`config.mk`:
```
export PLATFORM = sky130hd
export DESIGN_NAME = ifetch_flat
export DESIGN_NICKNAME = d
export VERILOG_FILES = /design/src/rtl/mips_pkg.sv /design/src/rtl/ifetch_if.sv /design/src/rtl/npc_calc.sv /design/src/rtl/ifetch.sv /design/src/flat_wrapper.sv
export SDC_FILE = /design/constraint.sdc
export NUM_CORES = 1
export LEC_CHECK = 0
export BUFFER_PORTS_ARGS = -buffer_cell sky130_fd_sc_hd__clkbuf_2
export CORE_ASPECT_RATIO = 1.1
export CORE_MARGIN = 4
export CORE_UTILIZATION = 50
export CTS_BUF_LIST = sky130_fd_sc_hd__clkbuf_8
export DETAILED_ROUTE_END_ITERATION = 16
export GPL_TIMING_DRIVEN = 0
export PLACE_DENSITY = 0.79
export SYNTH_ARGS = -nofsm -noshare
export SYNTH_HDL_FRONTEND = slang
export SYNTH_SLANG_ARGS = --single-unit
```
`constraint.sdc`:
```
create_clock -name clk -period 3.4 [get_ports clk]
set_input_delay 0.68 -clock clk [delete_from_list [all_inputs] [get_ports clk]]
set_output_delay 0.68 -clock clk [all_outputs]
set_load 0.005 [all_outputs]
```
`src/rtl/mips_pkg.sv`:
```
// Shared MIPS core definitions: next-PC operation codes and fetch FSM states.
package mips_pkg;

    localparam logic [1:0] NPC_PLUS4  = 2'b00;
    localparam logic [1:0] NPC_BRANCH = 2'b01;
    localparam logic [1:0] NPC_JUMP   = 2'b10;

    typedef enum logic [1:0] {
        S_REQ  = 2'b00,
        S_WAIT = 2'b01,
        S_HOLD = 2'b10
    } fetch_state_t;

endpackage

```
`src/rtl/ifetch_if.sv`:
```
// Fetch-unit bus bundle: instruction-memory handshake plus decode-side handoff.
interface ifetch_if;

    logic        imem_req;
    logic [31:0] imem_addr;
    logic        imem_gnt;
    logic        imem_rvalid;
    logic [31:0] imem_rdata;
    logic        inst_valid;
    logic        inst_ready;
    logic [31:0] inst;
    logic [31:0] inst_pc;
    logic [1:0]  npc_op;
    logic [25:0] npc_imm;

    modport master (
        output imem_req, imem_addr,
        input  imem_gnt, imem_rvalid, imem_rdata,
        output inst_valid, inst, inst_pc,
        input  inst_ready, npc_op, npc_imm
    );

    modport slave (
        input  imem_req, imem_addr,
        output imem_gnt, imem_rvalid, imem_rdata,
        input  inst_valid, inst, inst_pc,
        output inst_ready, npc_op, npc_imm
    );

endinterface

```
`src/rtl/npc_calc.sv`:
```
// Combinational next-PC: sequential, PC-relative branch, or region jump.
module npc_calc
    import mips_pkg::*;
(
    input  logic [31:0] pc,
    input  logic [1:0]  npc_op,
    input  logic [25:0] npc_imm,
    output logic [31:0] npc
);

    logic [31:0] p4;
    logic [31:0] boff;

    assign p4   = pc + 32'd4;
    assign boff = {{14{npc_imm[15]}}, npc_imm[15:0], 2'b00};

    always_comb begin
        npc = p4;
        case (npc_op)
            NPC_BRANCH: npc = p4 + boff;
            NPC_JUMP:   npc = {p4[31:28], npc_imm, 2'b00};
            default:    npc = p4;
        endcase
    end

endmodule

```
`src/rtl/ifetch.sv`:
```
// Non-pipelined instruction fetch: one request in flight, hands one
// instruction at a time to decode and advances the PC on accept.
module ifetch
    import mips_pkg::*;
#(
    parameter logic [31:0] RESET_PC = 32'h0000_0000
) (
    input  logic        clk,
    input  logic        rstn,
    input  logic        halt,
    ifetch_if.master    bus,
    output logic [31:0] retire_cnt
);

    fetch_state_t state;
    fetch_state_t state_nx;

    logic [31:0] pc;
    logic [31:0] npc;
    logic [31:0] inst_q;
    logic [31:0] inst_pc_q;
    logic        capture;
    logic        accept;

    npc_calc u_npc (
        .pc      (pc),
        .npc_op  (bus.npc_op),
        .npc_imm (bus.npc_imm),
        .npc     (npc)
    );

    // rstn gates the request so nothing leaks out while reset is held
    always_comb begin
        state_nx       = state;
        bus.imem_req   = 1'b0;
        bus.inst_valid = 1'b0;
        capture        = 1'b0;
        accept         = 1'b0;
        unique case (state)
            S_REQ: begin
                bus.imem_req = ~halt & rstn;
                if (bus.imem_gnt && !halt)
                    state_nx = S_WAIT;
            end
            S_WAIT: begin
                if (bus.imem_rvalid) begin
                    capture  = 1'b1;
                    state_nx = S_HOLD;
                end
            end
            S_HOLD: begin
                bus.inst_valid = 1'b1;
                if (bus.inst_ready) begin
                    accept   = 1'b1;
                    state_nx = S_REQ;
                end
            end
            default: state_nx = S_REQ;
        endcase
    end

    always_ff @(posedge clk or negedge rstn) begin
        if (!rstn)
            state <= S_REQ;
        else
            state <= state_nx;
    end

    always_ff @(posedge clk or negedge rstn) begin
        if (!rstn) begin
            pc         <= RESET_PC;
            retire_cnt <= 32'd0;
        end else if (accept) begin
            pc         <= npc;
            retire_cnt <= retire_cnt + 32'd1;
        end
    end

    always_ff @(posedge clk or negedge rstn) begin
        if (!rstn) begin
            inst_q    <= 32'd0;
            inst_pc_q <= RESET_PC;
        end else if (capture) begin
            inst_q    <= bus.imem_rdata;
            inst_pc_q <= pc;
        end
    end

    assign bus.imem_addr = pc;
    assign bus.inst      = inst_q;
    assign bus.inst_pc   = inst_pc_q;

endmodule

```
`src/flat_wrapper.sv`:
```
// flat-port wrapper written by rule: the top's interface ports become plain ports
module ifetch_flat import mips_pkg::*;
#(
    parameter logic [31:0] RESET_PC = 32'h0000_0000
)
  (clk, rstn, halt, retire_cnt, bus_imem_req, bus_imem_addr, bus_imem_gnt, bus_imem_rvalid, bus_imem_rdata, bus_inst_valid, bus_inst, bus_inst_pc, bus_inst_ready, bus_npc_op, bus_npc_imm);
  ifetch_if bus_i ();
  input  logic clk;
  input  logic rstn;
  input  logic halt;
  output logic [31:0] retire_cnt;
  output wire logic [$bits(bus_i.imem_req)-1:0] bus_imem_req;
  output wire logic [$bits(bus_i.imem_addr)-1:0] bus_imem_addr;
  input wire logic [$bits(bus_i.imem_gnt)-1:0] bus_imem_gnt;
  input wire logic [$bits(bus_i.imem_rvalid)-1:0] bus_imem_rvalid;
  input wire logic [$bits(bus_i.imem_rdata)-1:0] bus_imem_rdata;
  output wire logic [$bits(bus_i.inst_valid)-1:0] bus_inst_valid;
  output wire logic [$bits(bus_i.inst)-1:0] bus_inst;
  output wire logic [$bits(bus_i.inst_pc)-1:0] bus_inst_pc;
  input wire logic [$bits(bus_i.inst_ready)-1:0] bus_inst_ready;
  input wire logic [$bits(bus_i.npc_op)-1:0] bus_npc_op;
  input wire logic [$bits(bus_i.npc_imm)-1:0] bus_npc_imm;
  assign bus_imem_req = bus_i.imem_req;
  assign bus_imem_addr = bus_i.imem_addr;
  assign bus_i.imem_gnt = bus_imem_gnt;
  assign bus_i.imem_rvalid = bus_imem_rvalid;
  assign bus_i.imem_rdata = bus_imem_rdata;
  assign bus_inst_valid = bus_i.inst_valid;
  assign bus_inst = bus_i.inst;
  assign bus_inst_pc = bus_i.inst_pc;
  assign bus_i.inst_ready = bus_inst_ready;
  assign bus_i.npc_op = bus_npc_op;
  assign bus_i.npc_imm = bus_npc_imm;
  ifetch #(.RESET_PC(RESET_PC)) u_core (.clk(clk), .rstn(rstn), .halt(halt), .bus(bus_i), .retire_cnt(retire_cnt));
endmodule
```
==> summary.md, run 1 <==
| Metric | Value |
|---|---|
| Largest net degree at the start of global routing | 81 |
| Hold/Removal Path Class | input pin to async pin |
| Clk pin slew, worst setup/hold paths | 0.08 ns |
| Clock Skews | ~0.017 ns |
| Lkg Pwr | approximately 4.8 nW |
| Bufs on Longest Clock Path | 2 |
| Post-DP HPWL | 17,930 um |
| Share of layout cells above drive strength 1 | between 30% and 40% |
| Failing checks | negative setup slack |
| First drt pass iteration count | 5 |
| Die Area | roughly 0.018 sq mm |
| Synth area leader | dfrtp_1 |
| Sink Count | 126 |
| PD cells | approximately 830 mW/mm^2 |
| Crit path kind | register to register |
| Routed WL | 24,260 um |
| Crit path launch | u_core.bus.imem_addr[3] |
| Drt drc | 0 |
| XOR/XNOR Fraction of Synth Area | a little under a tenth |
| Synth top area share | 39.78% |
| Initial Utilization | 50.76% |
| Fill count | 1,213 |
| Via count | 7,528 |
| Synth unique cells | 72 |
| Std-Cell Rows | 48 |
| Max Clk Rate | 291.7 MHz |
| Slew headroom | between 50% and 60% |
| Avg Inst Size Synth | 9.702 sq um |
| H-tree depth | 4 |
| Critical path arrival | roughly 3.7 ns |
| Startpoint Class | register |
| Main synth FF type | dfrtp_1 |
| Tot Pwr | 8.543 mW |
| Footprint of the multi-input gates | 0.005040 sq mm |
| Post-synthesis simple-gate area fraction | 16.13% |
| Post-Syn Area | between 0.007 and 0.008 sq mm |
| Gr ovfl total | 0 |
| Total core area | 0.01562 sq mm |
| WL met1 | 9732 um |
| Vias per inst | 5.951 |
| Worst vdd ir | 0.3616 mV |
| Post-synthesis sequential area ratio | between 30 and 40% |
| Met3 wire len | 1951 um |
| Clock latency at the later pin of the worst-skew pair | 0.43 ns |
| Number of global-route vias before repair | 7,062 |
| Post-Syn Instances | ~820 |
| Largest family of logic cells by synthesized area | compound AO/OA/AOI/OAI gates |
| CTS tree | built |
| Register Area | 0.003171 sq mm |
| First-pass GRT wire length | about 37,000 um |
| Worst Path Required | ~3.7 ns |
| Crit path capture type | register |
| Ant diodes | 0 |
| Highest Signal Layer | met4 |
| Total CTS buffers | 17 |
| Yosys warns | 0 |
| DIE HEIGHT | ~140 um |
| Multiplexer share of the synthesized area | 8.366% |
| Final WS setup | -0.02830 ns |
| Die width | 128.1 um |
| I/O Buffers | 191 |
| Iter 0 DRT Violations | 610 |
| DR WL met2 | between 10,000 and 15,000 um |
| Post-synth EDFFs | 0 |
| Slew Limit Fails | 0 |
| Asr flop ratio synth | 100.0% |
| Slew at the pin closest to its max-slew limit | 0.7013 ns |
| IO Count | around 200 |
| Crit Reg-Reg Startpoint | u_core.bus.imem_addr[3] |
| Final min period | roughly 3.4 ns |
| Post-Synth Adder-Cell Area | 6.251% |
| Crit Path Max Fanout | 6 |
| Setup violations, final | 3 |
| Final Hold Viols | 0 |
| P&R area growth vs syn | 30.21% |
| Tcrit/Tclk final | 100.8% |
| Initial antenna violation count | 0 |
| Routability cong. | 0.9553 |
| Worst hold slack | approximately 0.19 ns |
| RSZ-0062 raised after global routing | true |
| Status | finished with violations |
| Max-cap violation count | 0 |
| Wire per inst | 19.18 um |
| Flops & latches, synth | around 130 |
| Tot GR Track Use | between 20% and 30% |
| Top cells by area, synth | dfrtp_1 (40%), mux2_2 (8.2%), xnor2_1 (6.1%) |
| Compound-Gate Fraction of Synth Area | 17.08% |
| Antenna Nets Post-Route | 0 |
| Root Driver | clkbuf_8 |
| Nets | 1,157 |
## cells in the final DEF, fill, tap and decap left out, drive strengths merged, types with 6 or more instances in the layout
master	instances
ha	38
a211oi	6
a221oi	16
o22ai	6
nor3	9
buf	42
o31ai	6
nor2	50
nor4	6
o21ai	36
clkbuf	231
nand4	14
xnor2	55
dfrtp	126
a21o	13
and3	20
inv	25
mux2	58
nand3	39
xor2	26
nor2b	7
nand2	79
a21oi	60
o21a	7
a31oi	15
o211ai	8
## synthesized netlist by cell type, types with 14 or more instances
cell type and instances:
mux2_2 58, ha_1 38, dfrtp_1 126, o21ai_0 32, nand2_1 78, xor2_1 25
inv_1 22, nor2_1 49, a31oi_1 15, a221oi_1 15, nand3_1 38, nand4_1 14
xnor2_1 55, a21oi_1 57, and3_1 20, clkbuf_1 25
## per-stage QoR
step	instances	instance area, sq um	utilization (%)	TNS, ns	setup WS (ns)
after floorplan	820	7938	-	0	0.1987
after global placement	1211	9144	58.56	-36.49	-0.8445
after detailed placement	1212	9180	58.79	-2.363	-0.3267
after CTS	1253	9812	62.84	-0.001867	-0.001867
after global routing	1265	10320	66.10	-0.5146	-0.1335
final	1265	10320	66.10	-0.04001	-0.02830
## critical path, cell delays in order, from the launching register on
cell	delay, ns
dfrtp_1	0.44
buf_4	0.14
buf_4	0.10
and3_1	0.18
nand3_2	0.12
nor2_2	0.21
xnor2_1	0.18
ha_2	0.36
a21oi_1	0.18
a21boi_1	0.12
a211oi_4	0.21
buf_4	0.18
o21ai_4	0.09
a21oi_4	0.22
o221ai_1	0.15
xnor2_1	0.29
a21oi_1	0.13
## worst paths after layout
kind	slack, ns	end	depth (start not counted)
max	-0.03	u_core.bus.imem_addr[23]	16
min	0.19	u_core.retire_cnt[14]	1
max reg2reg	-0.03	u_core.bus.imem_addr[23]	16
min reg2reg	0.48	u_core.bus.inst_pc[4]	2
max in group asynchronous	2.45	u_core.bus.imem_addr[8]	2
min in group clk	0.48	u_core.bus.inst_pc[4]	2
## state kept, by name, indices dropped and copies added, names as in the netlist
register,cells
u_core.bus.inst,32
u_core.retire_cnt,32
u_core.bus.imem_addr,30
u_core.bus.inst_pc,30
u_core.state,2
## cell families (layout without fill, tap and decap cells)
kind of cell,count (synthesis),in the layout
AO/OA/AOI/OAI,199,199
buffers and inverters,64,309
adder cells (fa/ha/maj),39,39
XOR/XNOR,81,81
multiplexers,59,59
other,1,4
flip-flops,126,126
AND/OR/NAND/NOR,248,248
## layout make-up
type / instances / area share (%)
clock inverters: 14 / 1.479
well taps: 200 / 2.425
repair buffers: 218 / 11.66
clock buffers: 18 / 2.400
flip-flops and latches: 126 / 30.72
multi-input cells: 630 / 48.83
plain buffers: 37 / 1.685
inverters: 22 / 0.8001
## power breakdown
group	internal (mW)	total (mW)	leakage, nW	switching, mW
Combinational	2.14	4.59	3.02	2.44
Sequential	2.07	2.64	1.55	0.566
Clock	0.731	1.32	0.208	0.587
Total	4.95	8.54	4.78	3.60
## what timing repair did
| item | CTS | global route |
|---|---|---|
| pin swaps | 8 | 27 |
| hold endpoints to repair | 0 | 0 |
| setup buffers | 11 | 15 |
| endpoints found under the setup margin | 14 | 17 |
| resized for setup | 36 | 77 |
| hold buffers | 0 | 0 |
## routing by layer
layer | vias up | track usage [%]
met5 | - | 0
met4 | 0 | 10.22
met3 | 79 | 4.386
met2 | 434 | 42.00
met1 | 3576 | 33.83
li1 | 3439 | -
Power figures use the tool's default switching activity.
==> run 2: changes to the inputs <==
- CORE_ASPECT_RATIO: 1.1 -> 0.5
==> run 2 against run 1 <==
Hold slack worse by 0.055 ns. Utilization is 2.8 points higher. Die area grew 0.67%. The run still ends with negative setup slack left. Largest cell class unchanged. Final cell count rose by 2.8%. First-iteration DRC count grew 46%. Worst setup slack worse by 0.074 ns.
==> summary.md, run 2 (same netlist as run 1, synthesis figures left out) <==
| Metric | Value |
|---|---|
| Number of global-route vias before repair | 7,414 (+5.0%) |
| Design area | 0.01065 sq mm (+3.2%) |
| First-pass GRT wire length | 39,250 um (+6.3%) |
| Bufs on Longest Clock Path | 2 (unchanged) |
| DIE HEIGHT | 97.03 um (-31%) |
| Via count | 7,983 (+6.0%) |
| Tcrit/Tclk final | 103.0% (+2.2 points) |
| Failing checks | negative setup slack |
| Status | finished with violations |
| RSZ-0062 raised after global routing | true |
| Initial Utilization | 51.29% (+0.53 points) |
| Sum Neg Setup Slack | -0.2364 ns (-0.1964 ns) |
| Tot GR Track Use | 27.21% (+1.6 points) |
| Drt drc | 0 (unchanged) |
| Slew at the pin closest to its max-slew limit | 0.8839 ns (+0.1826 ns) |
| Register-to-register setup slack | -0.10 ns (-0.07 ns) |
| Largest net degree at the start of global routing | 91 (+12%) |
| PD cells | 834.8 mW/mm^2 (+0.85%) |
| Final WS setup | -0.1021 ns (-0.07380 ns) |
| Root Driver | clkbuf_8 |
| Max-cap violation count | 0 (unchanged) |
| Final Hold Viols | 0 (unchanged) |
| First drt pass iteration count | 6 (+1) |
| Initial antenna violation count | 0 (unchanged) |
| Total CTS buffers | 17 (unchanged) |
| DP Area | 0.009185 sq mm (about the same) |
| Non-filler cells, final | 1,300 (+2.8%) |
| Lkg Pwr | 4.918 nW (+2.9%) |
| Crit path launch | u_core.bus.imem_addr[2] |
| H-tree depth | 4 (unchanged) |
| Crit Reg-Reg Startpoint | u_core.bus.imem_addr[2] |
| Max Clk Rate | 285.5 MHz (-2.1%) |
| Setup violations, final | 6 (+3) |
| Final min period | 3.502 ns (+0.07380 ns) |
| CTS tree | built |
| Routability cong. | 0.9588 (+0.37%) |
| # hold bufs at CTS | 0 (unchanged) |
| Final core occ | 68.90% (+2.8 points) |
| Nets | 1,188 (+2.7%) |
| IO Count | 196 (unchanged) |
| Setup WS pre-CTS | -0.4978 ns (-0.1711 ns) |
| Die Area | 0.01805 sq mm (+0.67%) |
| Crit Path Max Fanout | 6 (unchanged) |
| Ant diodes | 0 (unchanged) |
| Cells after DPL | 1,216 (+0.33%) |
| P&R area growth vs syn | 34.35% |
| Post-DP HPWL | 18,100 um (+0.97%) |
| Clock latency at the later pin of the worst-skew pair | 0.44 ns (about the same) |
| Crit path capture type | register |
| Worst Path Required | 3.75 ns (+0.05 ns) |
| Total core area | 0.01545 sq mm (-1.0%) |
| Vias per inst | 6.141 (+3.2%) |
| R2R cell count | 20 (+4) |
| Clk pin slew, worst setup/hold paths | 0.10 ns (+0.02 ns) |
| Worst vdd ir | 0.3165 mV (-12%) |
| Antenna Nets Post-Route | 0 (unchanged) |
| Die width | 186.1 um (+45%) |
| Hold/Removal Path Class | input pin to async pin |
| Commonest non-fill, non-tap cells in the layout | clkbuf_2 (190), dfrtp_1 (110), nand2_1 (76), buf_4 (60), mux2_2 (58) |
| Startpoint Class | register |
| Std-Cell Rows | 32 (-33%) |
| Routed WL | 26,710 um (+10%) |
| Gr ovfl total | 0 (unchanged) |
| Iter 0 DRT Violations | 892 (+46%) |
| Crit path to | u_core.bus.imem_addr[20] |
| Reg2reg end | u_core.bus.imem_addr[20] |
| Wire per inst | 20.55 um (+7.1%) |
| Critical path arrival | 3.85 ns (+0.12 ns) |
| Slew Limit Fails | 0 (unchanged) |
| Crit path kind | register to register |
| Sink Count | 126 (unchanged) |
| Commonest non-fill, non-tap cell in the layout | clkbuf_2 |
| Slew headroom | 41.07% (-12 points) |
| Clock Skews | 0.01786 ns (+0.0007241 ns) |
| Share of layout cells above drive strength 1 | 42.15% (+2.9 points) |
| I/O Buffers | 191 (unchanged) |
## run 2: changes by cell type in the layout (fill, tap and decap cells not counted), moves of 4 or more
cell and delta:
clkinv_2 -4, inv_6 +4, ha_1 -4, buf_4 +32
## run 2: worst min path at each step
stage,slack (ns),cells past startpoint,startpoint,end
global route,0.14,1,rstn,u_core.retire_cnt[30]
finish,0.14,1,rstn,u_core.bus.inst[15]
detailed placement,0.46,1,u_core.retire_cnt[31],u_core.retire_cnt[31]
global placement,0.46,1,u_core.retire_cnt[31],u_core.retire_cnt[31]
CTS,0.14,1,rstn,u_core.retire_cnt[23]
floorplan,0.38,0,rstn,u_core.bus.imem_addr[10]
## run 2: per-stage QoR
step / power [mW] / hold WS [ns]
finish: 8.889 / 0.1354
global route: 9.367 / 0.1376
CTS: 8.053 / 0.1386
detailed placement: 6.478 / 0.4619
global placement: 6.324 / 0.4613
floorplan: 5.007 / 0.3844
## run 2: routing by layer
layer / global-route usage [%] / routed length (um)
met5: 0 / 0
met4: 11.81 / 1575
met2: 43.43 / 12230
met3: 5.935 / 2791
met1: 35.67 / 10120
## run 2: worst max-delay path, cell delays in order (launching register included)
cell,delay [ns]
dfrtp_2,0.44
ha_4,0.16
and4_4,0.27
and3_4,0.19
buf_6,0.13
nand4_1,0.22
buf_4,0.22
buf_6,0.11
buf_6,0.11
buf_4,0.12
buf_4,0.12
buf_4,0.13
buf_4,0.13
buf_4,0.13
buf_6,0.10
buf_4,0.14
buf_4,0.14
buf_4,0.13
a21oi_2,0.12
nor2_1,0.09
a31oi_1,0.21
## run 2: area by class of cell
type / count / area, sq um
tap: 204 / 255.2
timing repair buffer: 250 / 1443
multi-input combinational: 630 / 5115
buffer: 36 / 168.9
clock buffer: 17 / 234.0
sequential: 126 / 3173
inverter: 22 / 82.58
clock inverter: 15 / 177.7
fill: 1111 / 4806
## run 2: power breakdown
part | switching, mW | internal, mW | total, mW
registers | 0.615 | 2.07 | 2.69
logic | 2.55 | 2.27 | 4.81
clock network | 0.711 | 0.678 | 1.39
total | 3.87 | 5.02 | 8.89
## run 2: what timing repair did
action,in CTS,in global routing
resized for setup,43,87
cloned,0,0
setup buffers,24,35
endpoints found under the setup margin,13,14
pin swaps,15,26
